===== config.mk =====
export PLATFORM = sky130hd
export DESIGN_NAME = cdot_sequencer_flat
export DESIGN_NICKNAME = d
export VERILOG_FILES = /design/src/rtl/cdot_sequencer_if.sv /design/src/rtl/cdot_sequencer.sv /design/src/flat_wrapper.sv
export SDC_FILE = /design/constraint.sdc
export NUM_CORES = 1
export LEC_CHECK = 0
export CAP_MARGIN = 10
export CORE_ASPECT_RATIO = 0.75
export CORE_MARGIN = 3
export CORE_UTILIZATION = 40
export DETAILED_ROUTE_END_ITERATION = 7
export PLACE_DENSITY = 0.74
export SETUP_SLACK_MARGIN = 0.02
export SYNTH_ARGS = -nofsm -noshare
export SYNTH_HDL_FRONTEND = slang
export SYNTH_SLANG_ARGS = --single-unit

===== constraint.sdc =====
create_clock -name clk -period 7.9 [get_ports clk]
set_clock_uncertainty 0.1 [all_clocks]
set_input_delay 1.975 -clock clk [delete_from_list [all_inputs] [get_ports clk]]
set_output_delay 1.975 -clock clk [all_outputs]
set_load 0.01 [all_outputs]

===== src/rtl/cdot_sequencer_if.sv =====
// Handshake and data bundle between the matrix controller / complex-multiply
// datapath and the dot-product sequencer.
interface cdot_sequencer_if #(
  parameter int IDX_W = 5,
  parameter int GUARD = 5
);
  logic                  start;
  logic                  abort;
  logic [IDX_W-1:0]      addr;
  logic                  addr_vld;
  logic [31:0]           ab_real;
  logic [31:0]           ab_imag;
  logic [31+GUARD:0]     acc_real;
  logic [31+GUARD:0]     acc_imag;
  logic                  busy;
  logic                  done;

  // Controller + datapath side
  modport master (
    output start, abort, ab_real, ab_imag,
    input  addr, addr_vld, acc_real, acc_imag, busy, done
  );

  // Sequencer side
  modport slave (
    input  start, abort, ab_real, ab_imag,
    output addr, addr_vld, acc_real, acc_imag, busy, done
  );
endinterface


===== src/rtl/cdot_sequencer.sv =====
// Complex dot-product sequencer: issues N element indices to the operand
// memories, tracks products through the PIPE_LAT-deep datapath with a valid
// shift register, accumulates Q11.21 real/imag products into guarded
// accumulators and pulses done when the last product has been summed.
module cdot_sequencer #(
  parameter int N        = 32,
  parameter int IDX_W    = 5,
  parameter int PIPE_LAT = 2,
  parameter int GUARD    = 5
) (
  input  logic            clk,
  input  logic            rst,     // asynchronous, active low
  cdot_sequencer_if.slave io_bus
);

  localparam int ACC_W = 32 + GUARD;

  localparam logic [1:0] S_IDLE  = 2'd0;
  localparam logic [1:0] S_ISSUE = 2'd1;
  localparam logic [1:0] S_DRAIN = 2'd2;
  localparam logic [1:0] S_DONE  = 2'd3;

  localparam logic [IDX_W-1:0]    LAST_IDX = IDX_W'(N - 1);
  // Marks the output tap of the valid pipeline; everything else is "in flight".
  localparam logic [PIPE_LAT-1:0] TAP_MASK = PIPE_LAT'(1) << (PIPE_LAT - 1);

  logic [1:0]          r_state;
  logic [IDX_W-1:0]    r_addr;
  logic                r_addr_vld;
  logic                r_busy;
  logic                r_done;
  logic [PIPE_LAT-1:0] r_vld_pipe;
  logic [ACC_W-1:0]    r_acc_real;
  logic [ACC_W-1:0]    r_acc_imag;

  logic [1:0]          w_next_state;
  logic                w_accept;
  logic                w_tap;
  logic                w_in_flight_empty;
  logic [ACC_W-1:0]    w_ab_real_sx;
  logic [ACC_W-1:0]    w_ab_imag_sx;

  assign w_tap             = r_vld_pipe[PIPE_LAT-1];
  assign w_in_flight_empty = ((r_vld_pipe & ~TAP_MASK) == {PIPE_LAT{1'b0}});
  assign w_ab_real_sx      = {{GUARD{io_bus.ab_real[31]}}, io_bus.ab_real};
  assign w_ab_imag_sx      = {{GUARD{io_bus.ab_imag[31]}}, io_bus.ab_imag};

  // Next-state decode; abort overrides everything, start only counts in IDLE/DONE.
  always_comb begin
    w_next_state = r_state;
    w_accept     = 1'b0;
    if (io_bus.abort) begin
      w_next_state = S_IDLE;
    end else begin
      case (r_state)
        S_IDLE: begin
          if (io_bus.start) begin
            w_next_state = S_ISSUE;
            w_accept     = 1'b1;
          end else begin
            w_next_state = S_IDLE;
          end
        end
        S_ISSUE: begin
          if (r_addr == LAST_IDX) begin
            w_next_state = S_DRAIN;
          end else begin
            w_next_state = S_ISSUE;
          end
        end
        S_DRAIN: begin
          // Last product sits on the tap and nothing else is behind it.
          if (w_tap && w_in_flight_empty) begin
            w_next_state = S_DONE;
          end else begin
            w_next_state = S_DRAIN;
          end
        end
        S_DONE: begin
          if (io_bus.start) begin
            w_next_state = S_ISSUE;
            w_accept     = 1'b1;
          end else begin
            w_next_state = S_IDLE;
          end
        end
        default: begin
          w_next_state = S_IDLE;
        end
      endcase
    end
  end

  // State register and registered status outputs derived from the next state.
  always_ff @(posedge clk or negedge rst) begin
    if (!rst) begin
      r_state    <= S_IDLE;
      r_busy     <= 1'b0;
      r_done     <= 1'b0;
      r_addr_vld <= 1'b0;
    end else begin
      r_state    <= w_next_state;
      r_busy     <= (w_next_state != S_IDLE);
      r_done     <= (w_next_state == S_DONE);
      r_addr_vld <= (w_next_state == S_ISSUE);
    end
  end

  // Element index: restarts at 0 on accept/abort, steps while issuing, else holds.
  always_ff @(posedge clk or negedge rst) begin
    if (!rst) begin
      r_addr <= {IDX_W{1'b0}};
    end else if (io_bus.abort || w_accept) begin
      r_addr <= {IDX_W{1'b0}};
    end else if ((r_state == S_ISSUE) && (w_next_state == S_ISSUE)) begin
      r_addr <= r_addr + {{(IDX_W-1){1'b0}}, 1'b1};
    end else begin
      r_addr <= r_addr;
    end
  end

  // Valid pipeline mirroring the datapath latency; flushed on abort.
  always_ff @(posedge clk or negedge rst) begin
    if (!rst) begin
      r_vld_pipe <= {PIPE_LAT{1'b0}};
    end else if (io_bus.abort) begin
      r_vld_pipe <= {PIPE_LAT{1'b0}};
    end else begin
      r_vld_pipe <= (r_vld_pipe << 1) | PIPE_LAT'(r_addr_vld);
    end
  end

  // Guarded accumulators: cleared on abort or a new run, add only when the tap is valid.
  always_ff @(posedge clk or negedge rst) begin
    if (!rst) begin
      r_acc_real <= {ACC_W{1'b0}};
      r_acc_imag <= {ACC_W{1'b0}};
    end else if (io_bus.abort || w_accept) begin
      r_acc_real <= {ACC_W{1'b0}};
      r_acc_imag <= {ACC_W{1'b0}};
    end else if (w_tap) begin
      r_acc_real <= r_acc_real + w_ab_real_sx;
      r_acc_imag <= r_acc_imag + w_ab_imag_sx;
    end else begin
      r_acc_real <= r_acc_real;
      r_acc_imag <= r_acc_imag;
    end
  end

  assign io_bus.addr     = r_addr;
  assign io_bus.addr_vld = r_addr_vld;
  assign io_bus.busy     = r_busy;
  assign io_bus.done     = r_done;
  assign io_bus.acc_real = r_acc_real;
  assign io_bus.acc_imag = r_acc_imag;

endmodule


===== src/flat_wrapper.sv =====
// flat-port wrapper written by rule: the top's interface ports become plain ports
module cdot_sequencer_flat 
#(
  parameter int N        = 32,
  parameter int IDX_W    = 5,
  parameter int PIPE_LAT = 2,
  parameter int GUARD    = 5
)
  (clk, rst, io_bus_start, io_bus_abort, io_bus_ab_real, io_bus_ab_imag, io_bus_addr, io_bus_addr_vld, io_bus_acc_real, io_bus_acc_imag, io_bus_busy, io_bus_done);
  cdot_sequencer_if #(.IDX_W(IDX_W), .GUARD(GUARD)) io_bus_i ();
  input  logic clk;
  input  logic rst;
  input wire logic [$bits(io_bus_i.start)-1:0] io_bus_start;
  input wire logic [$bits(io_bus_i.abort)-1:0] io_bus_abort;
  input wire logic [$bits(io_bus_i.ab_real)-1:0] io_bus_ab_real;
  input wire logic [$bits(io_bus_i.ab_imag)-1:0] io_bus_ab_imag;
  output wire logic [$bits(io_bus_i.addr)-1:0] io_bus_addr;
  output wire logic [$bits(io_bus_i.addr_vld)-1:0] io_bus_addr_vld;
  output wire logic [$bits(io_bus_i.acc_real)-1:0] io_bus_acc_real;
  output wire logic [$bits(io_bus_i.acc_imag)-1:0] io_bus_acc_imag;
  output wire logic [$bits(io_bus_i.busy)-1:0] io_bus_busy;
  output wire logic [$bits(io_bus_i.done)-1:0] io_bus_done;
  assign io_bus_i.start = io_bus_start;
  assign io_bus_i.abort = io_bus_abort;
  assign io_bus_i.ab_real = io_bus_ab_real;
  assign io_bus_i.ab_imag = io_bus_ab_imag;
  assign io_bus_addr = io_bus_i.addr;
  assign io_bus_addr_vld = io_bus_i.addr_vld;
  assign io_bus_acc_real = io_bus_i.acc_real;
  assign io_bus_acc_imag = io_bus_i.acc_imag;
  assign io_bus_busy = io_bus_i.busy;
  assign io_bus_done = io_bus_i.done;
  cdot_sequencer #(.N(N), .IDX_W(IDX_W), .PIPE_LAT(PIPE_LAT), .GUARD(GUARD)) u_core (.clk(clk), .rst(rst), .io_bus(io_bus_i));
endmodule

==> results.cfg, run 1 <==
[floorplanning]
start_util = 0.4152
num_rows = 42
die-width_um = 163.5
floorplan.core_area_sq_um = 17920
die_height_um = 124.1
ios = 150
die_area_sq_um = 20290

[drt]
remaining_drc_errors = 0
ant_nets = 0
routed-via-count = 6850
detail_route.wl_per_cell_um = 16.67
avgViaCountPerCell = 5.583
drt-pass1-iter-count = 5
dr_iter_0_viols = 528
finalWirelength_mm = 20.45

[logic_synthesis]
post-synth-top-area-cell = sky130_fd_sc_hd__dfrtp_1
ys_async_sr_fraction = 1.000
synthCells = 855
mappedNetlistNets = 1002
number_of_synthesized_register_bits = 86
netlist-cell-type-count = 62
ys.flop_type = sky130_fd_sc_hd__dfrtp_1
synthTopCellsByArea = sky130_fd_sc_hd__dfrtp_1, sky130_fd_sc_hd__ha_1, sky130_fd_sc_hd__mux2i_1, sky130_fd_sc_hd__a21oi_1, sky130_fd_sc_hd__nor2_1
synth-edff-count = 0
synthDominantCellAreaShare = 0.2892
synth.yosys.seq_area_share = 0.2892
syn_area_per_cell_sq_um = 8.703
post_syn_area_sq_um = 7441
ys_warn_count = 0

[clock_tree]
clk_latency_ps = 350
cts_hold_repair.buffers = 0
cts_inserted_buffers = 9
cts_tree = yes
post_cts_buffers = 0
cts_root_buf = sky130_fd_sc_hd__clkbuf_16
resized_cells_post_cts = 0
htree_levels = 3
clk_transition_reported_paths_ps = 70
cts.sink_count = 86
cts_max_path_buffers = 2

[setup_path]
worst-endpoint-arrival_ps = 5040
setup_slack_on_the_worst_flop_to_flop_path_ps = 4610
worstSetupEndpointType = register
startpoint_type = primary input
timing.critical_path.slowest_stage_cell = sky130_fd_sc_hd__clkdlybuf4s50_1
reg2reg_from = u_core.io_bus.acc_real[0]$_DFFE_PN0P_
criticalPathCategory = primary input to register
cp_data_required_time_ps = 8020
critical_path.cell_chain = clkdlybuf4s50_1 -> ha_1 -> inv_1 -> fa_1 -> nand2b_1 -> a211oi_1 -> o21ai_0 -> a21oi_2 -> a2111oi_0 -> o31a_1 -> mux2i_1 -> xnor2_1 -> nor2_1
critical_path.max_stage_delay_ps = 450
cp_max_fo = 4
timing.critical_path.from = io_bus_ab_real[0]
critical_path.n_buffers_inverters = 2
critPathTopFamily = compound AO/OA/AOI/OAI gates

[sta]
setup_viol_count_final = 0
timing.final.crit_period_ps = 4923
final_max_slew_viol_count = 0
finalHoldViolations = 0
achievable-frequency_ghz = 0.2031
worst_slew_margin_rel = 0.2981
post_route_setup_tns_ps = 0
post-route-period-util = 0.6232
grt_setup_unrepaired = false
timing_worst_slew_pin_value_ps = 1053

[global_route]
grt_pass1_vias = 6571
gr-usage-all-layers = 0.2041
antenna_found_initial = 0
grt_max_degree = 75
grt_overflow = 0
grt_first_pass_wirelength_mm = 33.62

[job]
max_cap_violations = 0

[finish]
areaGrowthSynthToFinish_pct = 27.21
drive_gt1_frac = 0.04264
highest_count_cells_in_the_layout_ignoring_fill_and_taps = sky130_fd_sc_hd__clkdlybuf4s50_1, sky130_fd_sc_hd__nor2_1, sky130_fd_sc_hd__dfrtp_1
antenna-diode-count = 0
finish.net_count = 1127
layout.cells.most_common = sky130_fd_sc_hd__clkdlybuf4s50_1

[placement]
portBuffers = 149
hpwlAfterDp_mm = 15.21
globalplace.congestion = 0.8975

[power]
irDropWorstVdd_mv = 0.08662
power.density_cell_area_nw_per_um2 = 126.9
power_mw = 1.202
leakagePower_nw = 4.243

[status]
run_status = finished clean

[worst_hold_path]
worst_hold_path_type = register to register
worst_hold_startpoint = u_core.r_vld_pipe[0]$_DFF_PN0_
[synthesized netlist by cell type, drive strengths merged, types with 3 or more instances]
library cell and number:
o21a 11, nor2b 6, buf 8, mux2i 47
ha 77, dfrtp 86, a211oi 16, o21ai 49
o311ai 3, a21o 40, xor2 24, a211o 3
xnor2 34, nor3b 3, nand2 58, or4 3
a21oi 78, nand4 14, a31oi 12, or2 4
nor3 11, nor2 85, inv 23, o31a 5
nand3 21, o21bai 15, nand2b 11, o211ai 7
and3 13, or3 9, clkbuf 30, o31ai 5
a221oi 5, nand3b 12, and4 3
[layer usage]
metal	GRT usage	vias up	share of wire
met2	0.2901	204	0.40
met5	0	-	0
met4	0.04068	0	0.010
li1	-	3409	-
met1	0.3068	3219	0.51
met3	0.05851	18	0.075
[final timing paths]
path / endpoint / cells after the start
setup / recovery: u_core.io_bus.acc_real[36]$_DFFE_PN0P_ / 13
hold / removal: u_core.r_vld_pipe[1]$_DFF_PN0_ / 1
setup reg to reg: u_core.io_bus.acc_real[36]$_DFFE_PN0P_ / 12
hold reg to reg: u_core.r_vld_pipe[1]$_DFF_PN0_ / 1
max in group asynchronous: u_core.r_vld_pipe[1]$_DFF_PN0_ / 2
min in group asynchronous: u_core.io_bus.acc_imag[19]$_DFFE_PN0P_ / 1
[per-stage QoR]
step / hold slack (ps) / instances / cell area (sq um) / util / setup slack (ps)
2_1_floorplan: 354.4 / 855 / 7441 / - / 3438
3_3_place_gp: 374.2 / 1211 / 9116 / 0.5087 / 2683
3_5_place_dp: 400.5 / 1211 / 9116 / 0.5087 / 2666
4_1_cts: 420.2 / 1227 / 9465 / 0.5282 / 3010
5_1_grt: 450.1 / 1227 / 9465 / 0.5282 / 2671
6_report: 417.6 / 1227 / 9465 / 0.5282 / 2977
[registers in the layout (all words and copies together) (netlist names)]
| register | flops |
|---|---|
| u_core.io_bus.addr_vld | 1 |
| u_core.io_bus.addr | 5 |
| u_core.io_bus.acc_imag | 37 |
| u_core.r_state | 2 |
| u_core.io_bus.busy | 1 |
| u_core.r_vld_pipe | 2 |
| u_core.io_bus.done | 1 |
| u_core.io_bus.acc_real | 37 |
[power by group]
part           internal [mW]  switching [mW]
clock network          0.319           0.191
logic                  0.107           0.127
registers              0.448         0.00881
total                  0.874           0.327
[kinds of logic (layout without fill, tap and decap cells)]
| kind of cell | after synthesis | after routing | synth area share |
|---|---|---|---|
| AND/OR/NAND/NOR | 258 | 258 | 0.1698 |
| adder cells (fa/ha/maj) | 79 | 79 | 0.1349 |
| buffers and inverters | 61 | 191 | 0.03144 |
| XOR/XNOR | 58 | 58 | 0.06827 |
| multiplexers | 47 | 47 | 0.06322 |
| flip-flops | 86 | 86 | 0.2892 |
| AO/OA/AOI/OAI | 266 | 266 | 0.2432 |
[cell type report]
| type | instances | area, sq um |
|---|---|---|
| fill | 1655 | 8454 |
| multi-input combinational | 708 | 5060 |
| sequential | 86 | 2156 |
| timing repair buffer | 152 | 1511 |
| tap | 242 | 302.8 |
| clock buffer | 11 | 242.7 |
| clock inverter | 5 | 106.4 |
| inverter | 23 | 86.33 |
[worst reg2reg max path: stages (launching register included)]
cell	delay [ps]
sky130_fd_sc_hd__dfrtp_1	410
sky130_fd_sc_hd__ha_1	230
sky130_fd_sc_hd__inv_1	70
sky130_fd_sc_hd__fa_1	190
sky130_fd_sc_hd__nand2b_1	130
sky130_fd_sc_hd__a211oi_1	90
sky130_fd_sc_hd__o21ai_0	510
sky130_fd_sc_hd__a21oi_2	190
sky130_fd_sc_hd__a2111oi_0	610
sky130_fd_sc_hd__o31a_1	230
sky130_fd_sc_hd__mux2i_1	210
sky130_fd_sc_hd__xnor2_1	140
sky130_fd_sc_hd__nor2_1	50
Note: power is estimated with default switching activity, not from simulation.
==> inputs of run 2 (changes only) <==
PLACE_DENSITY = 0.76   (was 0.74)
clock period = 4.4 ns   (was 7.9 ns; I/O delays follow)
==> results.cfg, run 2 (synthesis results as in run 1) <==
[status]
run_status = finished clean

[drt]
routed-via-count = 6864
finalWirelength_mm = 20.58
detail_route.wl_per_cell_um = 16.67
dr_iter_0_viols = 494
ant_nets = 0
drt-pass1-iter-count = 5
avgViaCountPerCell = 5.558
remaining_drc_errors = 0

[power]
share_seq_of_total_power = 0.398
leakagePower_nw = 4.261
irDropWorstVdd_mv = 0.1475
power_frac_clock = 0.395
power_report.internal_total_mw = 1.475
comb_power_share = 0.206
power.net_switching_uw = 587.2
power.density_cell_area_nw_per_um2 = 217.4
netSwitchingFraction = 0.2847

[global_route]
grt_pass1_vias = 6707
antenna_found_initial = 0
grt_max_degree = 68
gr-usage-all-layers = 0.2072
grt_first_pass_wirelength_mm = 34.11
grt_overflow = 0

[sta]
achievable-frequency_ghz = 0.2477
setup_viol_count_final = 0
final_max_slew_viol_count = 0
worst_slew_margin_rel = 0.4287
timing.final.crit_period_ps = 4038
post_route_setup_tns_ps = 0
timing_worst_slew_pin_value_ps = 856.9
grt_setup_unrepaired = false
post-route-period-util = 0.9176
finalHoldViolations = 0

[setup_path]
timing.critical_path.from = io_bus_ab_real[0]
cp_data_required_time_ps = 4530
worst-endpoint-arrival_ps = 4160
reg2reg_from = u_core.io_bus.acc_real[0]$_DFFE_PN0P_
startpoint_type = primary input
criticalPathCategory = primary input to register
worstSetupEndpointType = register
cp_max_fo = 4

[clock_tree]
resized_cells_post_cts = 0
cts.sink_count = 86
clk_transition_reported_paths_ps = 70
post_cts_buffers = 0
cts_tree = yes
cts_inserted_buffers = 9
cts_max_path_buffers = 2
clk_latency_ps = 350
htree_levels = 3
cts_hold_repair.buffers = 0
cts_root_buf = sky130_fd_sc_hd__clkbuf_16

[finish]
areaGrowthSynthToFinish_pct = 27.49
finish.net_count = 1135
multi_input_comb_area_sq_um = 5060
n_fill_cell = 1637
highest_count_cells_in_the_layout_ignoring_fill_and_taps = sky130_fd_sc_hd__clkdlybuf4s50_1, sky130_fd_sc_hd__nor2_1, sky130_fd_sc_hd__dfrtp_1
sequential_cell_area_sq_um = 2156
layout.cells.most_common = sky130_fd_sc_hd__clkdlybuf4s50_1
drive_gt1_frac = 0.05035
antenna-diode-count = 0
finalNonFillerCells = 1235

[placement]
portBuffers = 149
globalplace.congestion = 0.9216
place_inst = 1219
hpwlAfterDp_mm = 15.58

[worst_hold_path]
worst_hold_path_type = register to register
worst_hold_startpoint = u_core.r_vld_pipe[0]$_DFF_PN0_

[floorplanning]
floorplan.core_area_sq_um = 17920
die-width_um = 163.5
start_util = 0.4152
die_height_um = 124.1
ios = 150
die_area_sq_um = 20290
num_rows = 42

[job]
max_cap_violations = 0
[run 2: changes by cell type in the layout (fill, tap and decap cells not counted), sizes merged]
| cell | previous run | this run |
|---|---|---|
| clkbuf | 11 | 12 |
| clkinvlp | 1 | 2 |
| buf | 4 | 12 |
| bufinv | 3 | 1 |
| clkinv | 1 | 0 |
| inv | 23 | 24 |
[run 2: path summary, 6_finish.rpt]
path                                                                to  slack (ps)  depth (start not counted)
max in group asynchronous        u_core.io_bus.acc_imag[2]$_DFFE_PN0P_        2760                          2
worst min-delay path                    u_core.r_vld_pipe[1]$_DFF_PN0_         400                          1
min in group asynchronous       u_core.io_bus.acc_imag[22]$_DFFE_PN0P_         640                          1
worst max-delay path            u_core.io_bus.acc_real[32]$_DFFE_PN0P_         360                         13
worst max register to register  u_core.io_bus.acc_real[32]$_DFFE_PN0P_        1180                         12
worst min register to register          u_core.r_vld_pipe[1]$_DFF_PN0_         400                          1
[run 2: cell type report]
| type | count | area share |
|---|---|---|
| inverter | 23 | 0.009100 |
| sequential | 86 | 0.2272 |
| clock inverter | 4 | 0.005671 |
| timing repair buffer | 160 | 0.1657 |
| tap | 242 | 0.03192 |
| clock buffer | 12 | 0.02704 |
| multi-input combinational | 708 | 0.5334 |
[run 2: power groups by stage]
| stage | registers, mW | logic [mW] | clock network (mW) |
|---|---|---|---|
| 2_1_floorplan | 0.836 | 0.246 | 0 |
| 3_3_place_gp | 0.836 | 0.418 | 0 |
| 3_5_place_dp | 0.837 | 0.423 | 0 |
| 4_1_cts | 0.822 | 0.425 | 0.840 |
| 5_1_grt | 0.824 | 0.471 | 0.867 |
| 6_report | 0.822 | 0.426 | 0.815 |
[run 2: stage by stage]
step | util | hold slack [ps] | cell area, sq um | power [mW] | setup WS [ps]
2_1_floorplan | - | 354.4 | 7441 | 1.082 | 813.4
3_3_place_gp | 0.5121 | 378.3 | 9176 | 1.254 | 132.3
3_5_place_dp | 0.5121 | 381.6 | 9176 | 1.259 | 59.28
4_1_cts | 0.5294 | 400.3 | 9487 | 2.087 | 422.7
5_1_grt | 0.5294 | 416.9 | 9487 | 2.162 | 84.92
6_report | 0.5294 | 398.5 | 9487 | 2.063 | 362.5
[run 2: routing by layer]
layer	routed length, um	track usage
met1	10420	0.3034
met2	8498	0.3072
met3	1444	0.05685
met4	216	0.03962
met5	0	0
[run 2: critical path, cell delays in order]
cell	delay, ps
sky130_fd_sc_hd__clkdlybuf4s50_1	460
sky130_fd_sc_hd__ha_1	180
sky130_fd_sc_hd__inv_1	60
sky130_fd_sc_hd__fa_1	390
sky130_fd_sc_hd__nand2b_1	170
sky130_fd_sc_hd__a211oi_1	330
sky130_fd_sc_hd__o21ai_0	310
sky130_fd_sc_hd__a21o_1	240
sky130_fd_sc_hd__a21oi_1	250
sky130_fd_sc_hd__o21ai_1	160
sky130_fd_sc_hd__a21oi_1	270
sky130_fd_sc_hd__or4_1	170
sky130_fd_sc_hd__nand3_1	70
